<file path="config.mk">
export PLATFORM = sky130hd
export DESIGN_NAME = axi4_mem_slave_ctrl_flat
export DESIGN_NICKNAME = d
export VERILOG_FILES = /design/src/rtl/axi4_mem_slave_ctrl_if.sv /design/src/rtl/axi4_mem_slave_ctrl.sv /design/src/flat_wrapper.sv
export SDC_FILE = /design/constraint.sdc
export NUM_CORES = 1
export LEC_CHECK = 0
export CAP_MARGIN = 5
export CORE_ASPECT_RATIO = 0.6
export CORE_MARGIN = 8
export CORE_UTILIZATION = 36
export CTS_BUF_LIST = sky130_fd_sc_hd__clkbuf_4 sky130_fd_sc_hd__clkbuf_8 sky130_fd_sc_hd__clkbuf_16
export CTS_CLUSTER_DIAMETER = 100
export DETAILED_ROUTE_END_ITERATION = 7
export PLACE_DENSITY = 0.86
export SKIP_LAST_GASP = 1
export SLEW_MARGIN = 5
export SYNTH_ARGS = -nofsm -noshare
export SYNTH_HDL_FRONTEND = slang
export SYNTH_SLANG_ARGS = --single-unit
</file>
<file path="constraint.sdc">
create_clock -name clk -period 4.57 [get_ports clk]
set_clock_uncertainty 0.2 [all_clocks]
set_input_delay 0.457 -clock clk [delete_from_list [all_inputs] [get_ports clk]]
set_output_delay 0.457 -clock clk [all_outputs]
set_load 0.05 [all_outputs]
</file>
<file path="src/rtl/axi4_mem_slave_ctrl_if.sv">
//----------------------------------------------------------------------------
// axi4_mem_slave_ctrl_if
//
// AXI4 bundle of the five channels used by axi4_mem_slave_ctrl. Only the
// signals this slave needs are carried: no AWSIZE/AWBURST/ARSIZE/ARBURST,
// because every burst is treated as full-width INCR.
//
// Parameters
//   DATA_WIDTH      AXI data width
//   AXI_ADDR_WIDTH  AXI byte-address width
//   ID_WIDTH        AXI transaction ID width
//
// Modports
//   master  interconnect side: drives addresses, write data and ready for B/R
//   slave   memory controller side: drives AW/AR/W ready and the B/R channels
//----------------------------------------------------------------------------
interface axi4_mem_slave_ctrl_if #(
  parameter int DATA_WIDTH     = 32,
  parameter int AXI_ADDR_WIDTH = 16,
  parameter int ID_WIDTH       = 4
);

  // Write-address channel
  logic [ID_WIDTH-1:0]       AWID;
  logic [AXI_ADDR_WIDTH-1:0] AWADDR;
  logic [7:0]                AWLEN;
  logic                      AWVALID;
  logic                      AWREADY;

  // Write-data channel
  logic [DATA_WIDTH-1:0]     WDATA;
  logic [DATA_WIDTH/8-1:0]   WSTRB;
  logic                      WLAST;
  logic                      WVALID;
  logic                      WREADY;

  // Write-response channel
  logic [ID_WIDTH-1:0]       BID;
  logic [1:0]                BRESP;
  logic                      BVALID;
  logic                      BREADY;

  // Read-address channel
  logic [ID_WIDTH-1:0]       ARID;
  logic [AXI_ADDR_WIDTH-1:0] ARADDR;
  logic [7:0]                ARLEN;
  logic                      ARVALID;
  logic                      ARREADY;

  // Read-data channel
  logic [ID_WIDTH-1:0]       RID;
  logic [DATA_WIDTH-1:0]     RDATA;
  logic [1:0]                RRESP;
  logic                      RLAST;
  logic                      RVALID;
  logic                      RREADY;

  modport master (
    output AWID, AWADDR, AWLEN, AWVALID,
    input  AWREADY,
    output WDATA, WSTRB, WLAST, WVALID,
    input  WREADY,
    input  BID, BRESP, BVALID,
    output BREADY,
    output ARID, ARADDR, ARLEN, ARVALID,
    input  ARREADY,
    input  RID, RDATA, RRESP, RLAST, RVALID,
    output RREADY
  );

  modport slave (
    input  AWID, AWADDR, AWLEN, AWVALID,
    output AWREADY,
    input  WDATA, WSTRB, WLAST, WVALID,
    output WREADY,
    output BID, BRESP, BVALID,
    input  BREADY,
    input  ARID, ARADDR, ARLEN, ARVALID,
    output ARREADY,
    output RID, RDATA, RRESP, RLAST, RVALID,
    input  RREADY
  );

endinterface

</file>
<file path="src/rtl/axi4_mem_slave_ctrl.sv">
//----------------------------------------------------------------------------
// axi4_mem_slave_ctrl
//
// AXI4 slave protocol engine in front of a single-port word memory. Accepts
// one INCR burst at a time (writes win a same-cycle AW/AR tie), turns every
// beat into one memory-port access and returns registered read data on R.
//
// Ports
//   clk        single clock, rising edge
//   rst        synchronous active-high reset
//   bus        AXI4 slave port (axi4_mem_slave_ctrl_if.slave)
//   mem_en     memory access strobe
//   mem_we     1 = write, 0 = read
//   mem_addr   memory word index (AXI byte address [ADDR_WIDTH+1:2])
//   mem_wdata  write word
//   mem_rdata  read word, valid the cycle after a read strobe, then held
//
// Build option
//   AXI_MEM_RANGE_CHECK_EN  when defined, a burst whose start index + LEN
//                           reaches DEPTH is answered with SLVERR and never
//                           touches the memory. When undefined the index
//                           wraps modulo 2**ADDR_WIDTH.
//----------------------------------------------------------------------------
module axi4_mem_slave_ctrl #(
  parameter int DATA_WIDTH     = 32,
  parameter int ADDR_WIDTH     = 10,
  parameter int DEPTH          = 1024,
  parameter int AXI_ADDR_WIDTH = 16,
  parameter int ID_WIDTH       = 4
) (
  input  logic                  clk,
  input  logic                  rst,
  axi4_mem_slave_ctrl_if.slave  bus,
  output logic                  mem_en,
  output logic                  mem_we,
  output logic [ADDR_WIDTH-1:0] mem_addr,
  output logic [DATA_WIDTH-1:0] mem_wdata,
  input  logic [DATA_WIDTH-1:0] mem_rdata
);

  localparam logic [1:0] RESP_OKAY   = 2'b00;
  localparam logic [1:0] RESP_SLVERR = 2'b10;

  // Parameter sanity: the word index must fit in the byte address, and the
  // memory cannot be deeper than the index can reach.
  if (AXI_ADDR_WIDTH < ADDR_WIDTH + 2) begin : g_bad_axi_addr_width
    $error("AXI_ADDR_WIDTH must be at least ADDR_WIDTH+2");
  end
  if (DEPTH > (1 << ADDR_WIDTH)) begin : g_bad_depth
    $error("DEPTH must not exceed 2**ADDR_WIDTH");
  end

  typedef enum logic [2:0] {
    IDLE,
    WR_DATA,
    WR_RESP,
    RD_ISSUE,
    RD_DATA
  } state_t;

  state_t                state_q, state_d;
  logic [ID_WIDTH-1:0]   id_q,    id_d;     // ID of the burst in flight
  logic [ADDR_WIDTH-1:0] idx_q,   idx_d;    // word index of the current beat
  logic [7:0]            len_q,   len_d;    // AxLEN of the burst
  logic [7:0]            cnt_q,   cnt_d;    // beats completed so far
  logic                  oor_q,   oor_d;    // burst runs past the memory
  logic                  wlast_err_q, wlast_err_d;

  // Start word index of each request, straight from the byte address.
  logic [ADDR_WIDTH-1:0] aw_start, ar_start;
  assign aw_start = bus.AWADDR[ADDR_WIDTH+1:2];
  assign ar_start = bus.ARADDR[ADDR_WIDTH+1:2];

  // Out-of-range flag evaluated at the address handshake. 32-bit arithmetic
  // so start + LEN never overflows before the compare.
  logic aw_oor, ar_oor;
`ifdef AXI_MEM_RANGE_CHECK_EN
  assign aw_oor = (32'(aw_start) + 32'(bus.AWLEN)) >= 32'(DEPTH);
  assign ar_oor = (32'(ar_start) + 32'(bus.ARLEN)) >= 32'(DEPTH);
`else
  assign aw_oor = 1'b0;
  assign ar_oor = 1'b0;
`endif

  // Byte-lane bits, upper address bits and WSTRB are intentionally ignored:
  // every access is a full aligned word.
  logic unused_bits;
  assign unused_bits = ^{bus.AWADDR, bus.ARADDR, bus.WSTRB};

  logic last_beat;
  assign last_beat = (cnt_q == len_q);

  //--------------------------------------------------------------------------
  // Next state, datapath updates and all outputs
  //--------------------------------------------------------------------------
  always_comb begin
    // NOTE: every signal written in this block gets a default first, so no
    // path through the case below can leave one unassigned and infer a latch.
    state_d     = state_q;
    id_d        = id_q;
    idx_d       = idx_q;
    len_d       = len_q;
    cnt_d       = cnt_q;
    oor_d       = oor_q;
    wlast_err_d = wlast_err_q;

    bus.AWREADY = 1'b0;
    bus.ARREADY = 1'b0;
    bus.WREADY  = 1'b0;
    bus.BVALID  = 1'b0;
    bus.BID     = '0;
    bus.BRESP   = RESP_OKAY;
    bus.RVALID  = 1'b0;
    bus.RID     = '0;
    bus.RDATA   = '0;
    bus.RRESP   = RESP_OKAY;
    bus.RLAST   = 1'b0;

    mem_en      = 1'b0;
    mem_we      = 1'b0;
    mem_addr    = '0;
    mem_wdata   = '0;

    // While rst is high every output stays at its reset value, so a burst
    // interrupted by reset issues no further strobe even in the reset cycle.
    if (!rst) begin
      unique case (state_q)
        IDLE: begin
          bus.AWREADY = 1'b1;
          bus.ARREADY = !bus.AWVALID;  // write wins a same-cycle tie
          if (bus.AWVALID) begin
            id_d        = bus.AWID;
            idx_d       = aw_start;
            len_d       = bus.AWLEN;
            cnt_d       = '0;
            oor_d       = aw_oor;
            wlast_err_d = 1'b0;
            state_d     = WR_DATA;
          end else if (bus.ARVALID) begin
            id_d        = bus.ARID;
            idx_d       = ar_start;
            len_d       = bus.ARLEN;
            cnt_d       = '0;
            oor_d       = ar_oor;
            wlast_err_d = 1'b0;
            state_d     = RD_ISSUE;
          end
        end

        WR_DATA: begin
          // Write data goes straight to the memory port, one beat per cycle.
          bus.WREADY = 1'b1;
          mem_en     = bus.WVALID && !oor_q;
          mem_we     = 1'b1;
          mem_addr   = idx_q;
          mem_wdata  = bus.WDATA;
          if (bus.WVALID) begin
            idx_d = idx_q + ADDR_WIDTH'(1);
            cnt_d = cnt_q + 8'd1;
            // The beat count, not WLAST, ends the burst; a misplaced WLAST
            // only turns the response into SLVERR.
            if (bus.WLAST != last_beat) begin
              wlast_err_d = 1'b1;
            end
            if (last_beat) begin
              state_d = WR_RESP;
            end
          end
        end

        WR_RESP: begin
          bus.BVALID = 1'b1;
          bus.BID    = id_q;
          bus.BRESP  = (oor_q || wlast_err_q) ? RESP_SLVERR : RESP_OKAY;
          if (bus.BREADY) begin
            state_d = IDLE;
          end
        end

        RD_ISSUE: begin
          mem_en   = !oor_q;
          mem_we   = 1'b0;
          mem_addr = idx_q;
          state_d  = RD_DATA;
        end

        RD_DATA: begin
          // No strobe here, so mem_rdata (and RDATA) holds under backpressure.
          bus.RVALID = 1'b1;
          bus.RID    = id_q;
          bus.RDATA  = oor_q ? '0 : mem_rdata;
          bus.RRESP  = oor_q ? RESP_SLVERR : RESP_OKAY;
          bus.RLAST  = last_beat;
          if (bus.RREADY) begin
            if (last_beat) begin
              state_d = IDLE;
            end else begin
              idx_d   = idx_q + ADDR_WIDTH'(1);
              cnt_d   = cnt_q + 8'd1;
              state_d = RD_ISSUE;
            end
          end
        end

        default: begin
          state_d = IDLE;
        end
      endcase
    end
  end

  //--------------------------------------------------------------------------
  // State and datapath registers
  //--------------------------------------------------------------------------
  always_ff @(posedge clk) begin
    // NOTE: non-blocking assignments here so every register samples the
    // pre-edge values computed above, independent of statement order.
    if (rst) begin
      state_q     <= IDLE;
      id_q        <= '0;
      idx_q       <= '0;
      len_q       <= '0;
      cnt_q       <= '0;
      oor_q       <= 1'b0;
      wlast_err_q <= 1'b0;
    end else begin
      state_q     <= state_d;
      id_q        <= id_d;
      idx_q       <= idx_d;
      len_q       <= len_d;
      cnt_q       <= cnt_d;
      oor_q       <= oor_d;
      wlast_err_q <= wlast_err_d;
    end
  end

endmodule

</file>
<file path="src/flat_wrapper.sv">
// flat-port wrapper written by rule: the top's interface ports become plain ports
module axi4_mem_slave_ctrl_flat 
#(
  parameter int DATA_WIDTH     = 32,
  parameter int ADDR_WIDTH     = 10,
  parameter int DEPTH          = 1024,
  parameter int AXI_ADDR_WIDTH = 16,
  parameter int ID_WIDTH       = 4
)
  (clk, rst, mem_en, mem_we, mem_addr, mem_wdata, mem_rdata, bus_AWID, bus_AWADDR, bus_AWLEN, bus_AWVALID, bus_AWREADY, bus_WDATA, bus_WSTRB, bus_WLAST, bus_WVALID, bus_WREADY, bus_BID, bus_BRESP, bus_BVALID, bus_BREADY, bus_ARID, bus_ARADDR, bus_ARLEN, bus_ARVALID, bus_ARREADY, bus_RID, bus_RDATA, bus_RRESP, bus_RLAST, bus_RVALID, bus_RREADY);
  axi4_mem_slave_ctrl_if #(.DATA_WIDTH(DATA_WIDTH), .AXI_ADDR_WIDTH(AXI_ADDR_WIDTH), .ID_WIDTH(ID_WIDTH)) bus_i ();
  input  logic clk;
  input  logic rst;
  output logic mem_en;
  output logic mem_we;
  output logic [ADDR_WIDTH-1:0] mem_addr;
  output logic [DATA_WIDTH-1:0] mem_wdata;
  input  logic [DATA_WIDTH-1:0] mem_rdata;
  input wire logic [$bits(bus_i.AWID)-1:0] bus_AWID;
  input wire logic [$bits(bus_i.AWADDR)-1:0] bus_AWADDR;
  input wire logic [$bits(bus_i.AWLEN)-1:0] bus_AWLEN;
  input wire logic [$bits(bus_i.AWVALID)-1:0] bus_AWVALID;
  output wire logic [$bits(bus_i.AWREADY)-1:0] bus_AWREADY;
  input wire logic [$bits(bus_i.WDATA)-1:0] bus_WDATA;
  input wire logic [$bits(bus_i.WSTRB)-1:0] bus_WSTRB;
  input wire logic [$bits(bus_i.WLAST)-1:0] bus_WLAST;
  input wire logic [$bits(bus_i.WVALID)-1:0] bus_WVALID;
  output wire logic [$bits(bus_i.WREADY)-1:0] bus_WREADY;
  output wire logic [$bits(bus_i.BID)-1:0] bus_BID;
  output wire logic [$bits(bus_i.BRESP)-1:0] bus_BRESP;
  output wire logic [$bits(bus_i.BVALID)-1:0] bus_BVALID;
  input wire logic [$bits(bus_i.BREADY)-1:0] bus_BREADY;
  input wire logic [$bits(bus_i.ARID)-1:0] bus_ARID;
  input wire logic [$bits(bus_i.ARADDR)-1:0] bus_ARADDR;
  input wire logic [$bits(bus_i.ARLEN)-1:0] bus_ARLEN;
  input wire logic [$bits(bus_i.ARVALID)-1:0] bus_ARVALID;
  output wire logic [$bits(bus_i.ARREADY)-1:0] bus_ARREADY;
  output wire logic [$bits(bus_i.RID)-1:0] bus_RID;
  output wire logic [$bits(bus_i.RDATA)-1:0] bus_RDATA;
  output wire logic [$bits(bus_i.RRESP)-1:0] bus_RRESP;
  output wire logic [$bits(bus_i.RLAST)-1:0] bus_RLAST;
  output wire logic [$bits(bus_i.RVALID)-1:0] bus_RVALID;
  input wire logic [$bits(bus_i.RREADY)-1:0] bus_RREADY;
  assign bus_i.AWID = bus_AWID;
  assign bus_i.AWADDR = bus_AWADDR;
  assign bus_i.AWLEN = bus_AWLEN;
  assign bus_i.AWVALID = bus_AWVALID;
  assign bus_AWREADY = bus_i.AWREADY;
  assign bus_i.WDATA = bus_WDATA;
  assign bus_i.WSTRB = bus_WSTRB;
  assign bus_i.WLAST = bus_WLAST;
  assign bus_i.WVALID = bus_WVALID;
  assign bus_WREADY = bus_i.WREADY;
  assign bus_BID = bus_i.BID;
  assign bus_BRESP = bus_i.BRESP;
  assign bus_BVALID = bus_i.BVALID;
  assign bus_i.BREADY = bus_BREADY;
  assign bus_i.ARID = bus_ARID;
  assign bus_i.ARADDR = bus_ARADDR;
  assign bus_i.ARLEN = bus_ARLEN;
  assign bus_i.ARVALID = bus_ARVALID;
  assign bus_ARREADY = bus_i.ARREADY;
  assign bus_RID = bus_i.RID;
  assign bus_RDATA = bus_i.RDATA;
  assign bus_RRESP = bus_i.RRESP;
  assign bus_RLAST = bus_i.RLAST;
  assign bus_RVALID = bus_i.RVALID;
  assign bus_i.RREADY = bus_RREADY;
  axi4_mem_slave_ctrl #(.DATA_WIDTH(DATA_WIDTH), .ADDR_WIDTH(ADDR_WIDTH), .DEPTH(DEPTH), .AXI_ADDR_WIDTH(AXI_ADDR_WIDTH), .ID_WIDTH(ID_WIDTH)) u_core (.clk(clk), .rst(rst), .bus(bus_i), .mem_en(mem_en), .mem_we(mem_we), .mem_addr(mem_addr), .mem_wdata(mem_wdata), .mem_rdata(mem_rdata));
endmodule
</file>
==> summary by stage <==
Run status
The flow ran to the end, and the final reports show no timing, DRC or antenna violations.

STA
Setup repair after global routing left no endpoint under its margin. The time the worst path needs with I/O delays and setup is 3580 ps. For the pin with the worst max-slew slack, the measured transition is 887 ps. The maximum clock frequency is 280 MHz. In the finished design, the share of the clock period the worst path needs comes to 0.783.

In the final timing run, aggregate negative setup slack is 0 ps. The max-slew violation total from the final report is 0. The worst hold slack across all endpoints is 276 ps. The relative slew slack is 0.407.

The number of hold violations in the final report is 0. The final setup violation count is 0.

Synth
The most repeated cell in the gate-level netlist after synthesis is and2_1. Of the post-synthesis cell area, the dominant cell type holds 0.246. The share of synthesized area occupied by flip-flops and latches is 0.246. The average size of a mapped cell is 7.59 um2. Ranked by instance count, the synthesized netlist is headed by 81 x and2_1, 36 x nor2_1, 34 x dfxtp_1. Synthesis instantiated 51 different standard cells from the library.

The leading area contributor after synthesis is dfxtp_1. The synthesized design contains 0 enable-type register cells. In the synthesized netlist the async set-or-reset flop fraction comes to 0.

Sorting the synthesized cells by area gives the leading types as dfxtp_1 25%, and2_1 18%, mux2i_1 7.2%. The cell count after synthesis came out at 365. The mapped netlist covers 2770 um2. Counting flops and latches in the post-synthesis netlist gives 34. The synthesis warning total is 0.

The most frequently used flop master after synthesis is dfxtp_1.

Setup path
In this run the worst setup path begins at rst. The top fanout value on the critical path is 37. At the worst endpoint, the required time is 3910 ps. The library cell contributing the largest single delay on the critical path is clkdlybuf4s50_1. The worst setup path is launched from a primary input.

The worst setup path is of the primary input to output port kind. STA classifies the critical path endpoint as an output port. For this run, the slowest stage of the critical path takes 860 ps.

The worst path arrival time is 2920 ps. Traced cell by cell, the critical path runs through clkdlybuf4s50_1 > buf_4 > inv_1 > nand2_1 > nor3_1 > clkdlybuf4s50_1. The cell seen most often among critical-path stages is clkdlybuf4s50_1.

The reg-to-reg startpoint is u_core.state_q[0].

Clock tree
The insertion delay to the later sink of the worst-skew pair is 270 ps. The number of H-tree branching levels is 2. After clock tree synthesis, the clock-pin slew on the worst setup and hold paths is 50 ps. Buffers inserted to repair hold after CTS numbered 0. The clock tree from TritonCTS is done.

The CTS sink count is 34. In this run, post-CTS repair resized a total of 0 instances. Buffers inserted during clock tree synthesis total 5. The cell sitting at the root of the clock tree is a clkbuf_16. After clock tree synthesis, the setup repair step added 0 buffers. The longest clock path from root to sink contains 2 buffers.

Route
For this block, the initial DRC count from the detailed router was 248. The first-pass iteration count of the detailed router is 5. The count of vias placed by the detailed router is 3397. The routed via count divided by cell count is 5.18. The detail route stage leaves a number of antenna-violating nets equal to 0.

In the routed design, unresolved DRC markers number 0. Summed over all layers, the routed wires come to 12.9 mm. The per-cell routed wire length is 19.6 um.

Layout
The end-of-flow core utilization is 0.717. The area growth from synthesis to layout is 90.4%. In the final design database the tool counted 685 nets. The number of filler cells placed in the layout is 543. The non-filler instance count after layout is 656.

The number of antenna cells inserted is 0. Of the cells placed in the final design, the portion with a size suffix greater than 1 is 0.185.

GRT
For this run the aggregate overflow at the end of global routing stands at 0. The initial antenna violation count is 0. The global-route usage over all layers is 0.222.

The first global-routing pass estimated 19.0 mm of wire. The number of global-route vias before repair is 3242. Entering global routing, the biggest net connects 38 pins.

Floorplan
After floorplanning, the core was divided into 24 placement rows. The number of I/O pins is 226. The standard cell core area is 7360 um2. The horizontal extent of the die is 129 um. The die boundary height is 84.0 um. The floorplan step defined a die boundary enclosing 10900 um2. The starting density of the core is 0.377.

Hold path
The worst hold path belongs to the class flop to flop. The startpoint identified for the worst hold timing path is u_core.wlast_err_q.

Flow run
Across the run, the number of max-cap violations was 0.

Place
The final estimated routing congestion in global placement is 0.818. Once detailed placement completed, the half-perimeter wirelength came to 10.6 mm. The quantity of I/O buffers inserted on ports is 206. After detailed placement, the design holds a cell count of 648.

Power
The static leakage power is 2.15 nW. The power density over the cells is 277 nW/um2. The worst-case IR drop observed on VDD is 0.000206 V.
-- routing by layer --
metal	global-route usage	wire (um)
met5	0	0
met4	0.0392	201
met3	0.0529	1040
met2	0.394	6340
met1	0.264	5270
-- path summary, 6_finish.rpt --
check / end / slack (ps) / cells past startpoint
min: u_core.wlast_err_q / 280 / 1
max: mem_addr[8] / 990 / 6
min reg2reg: u_core.wlast_err_q / 280 / 1
max reg2reg: u_core.cnt_q[4] / 2000 / 5
-- critical path, delay by kind of cell --
family        cells  cell delay, ps
buf+inv           4            1950
simple gates      2             490
-- kinds of logic (layout without fill, tap and decap cells) --
family / count (synthesis) / in the layout / share of synthesized area
DFF: 34 / 34 / 0.246
and+or+nand+nor: 182 / 182 / 0.365
AOI/OAI and AO/OA: 75 / 75 / 0.195
buffers and inverters: 39 / 224 / 0.0704
muxes: 23 / 23 / 0.0844
xor gates and xnor gates: 9 / 9 / 0.0284
other: 1 / 3 / 0.00135
adders and majority gates: 2 / 2 / 0.00903
-- sequential cells by signal, indices dropped and copies added, names as in the netlist --
register / flops
u_core.state_q: 3
u_core.cnt_q: 8
u_core.wlast_err_q: 1
u_core.idx_q: 10
u_core.id_q: 4
u_core.len_q: 8
-- power breakdown --
part	leakage, nW	switching [mW]	internal [mW]
registers	0.280	0.0472	0.337
logic	1.78	0.335	0.290
clock network	0.0971	0.123	0.327
total	2.15	0.506	0.955
-- cell type report --
cell class,instances,area [um2],area share
Clock buffer,6,139,0.0263
Inverter,5,18.8,0.00356
Timing Repair Buffer,211,2340,0.443
Tap cell,104,130,0.0247
Multi-Input combinational cell,294,1910,0.362
Sequential cell,34,681,0.129
Clock inverter,2,60.1,0.0114
-- metrics by stage --
stage | power (mW) | instance area [um2] | setup slack [ps]
finish | 1.46 | 5280 | 993
global route | 1.52 | 5280 | 871
CTS | 1.46 | 5280 | 1010
detailed placement | 1.01 | 5080 | 1020
global placement | 0.990 | 5080 | 1060
floorplan | 0.754 | 2780 | 748
-- layout by cell type, fill, tap and decap left out, drive strengths merged, types with 5 or more instances in the layout --
cell,instances
o32ai,9
clkbuf,6
inv,5
xnor2,9
clkdlybuf4s50,132
and2,82
o21ai,6
a211oi,15
buf,79
nor3,9
dfxtp,34
nor2,37
and3,6
nand2,22
a21oi,20
mux2i,20
No activity file was read; power rests on OpenSTA's default activity.
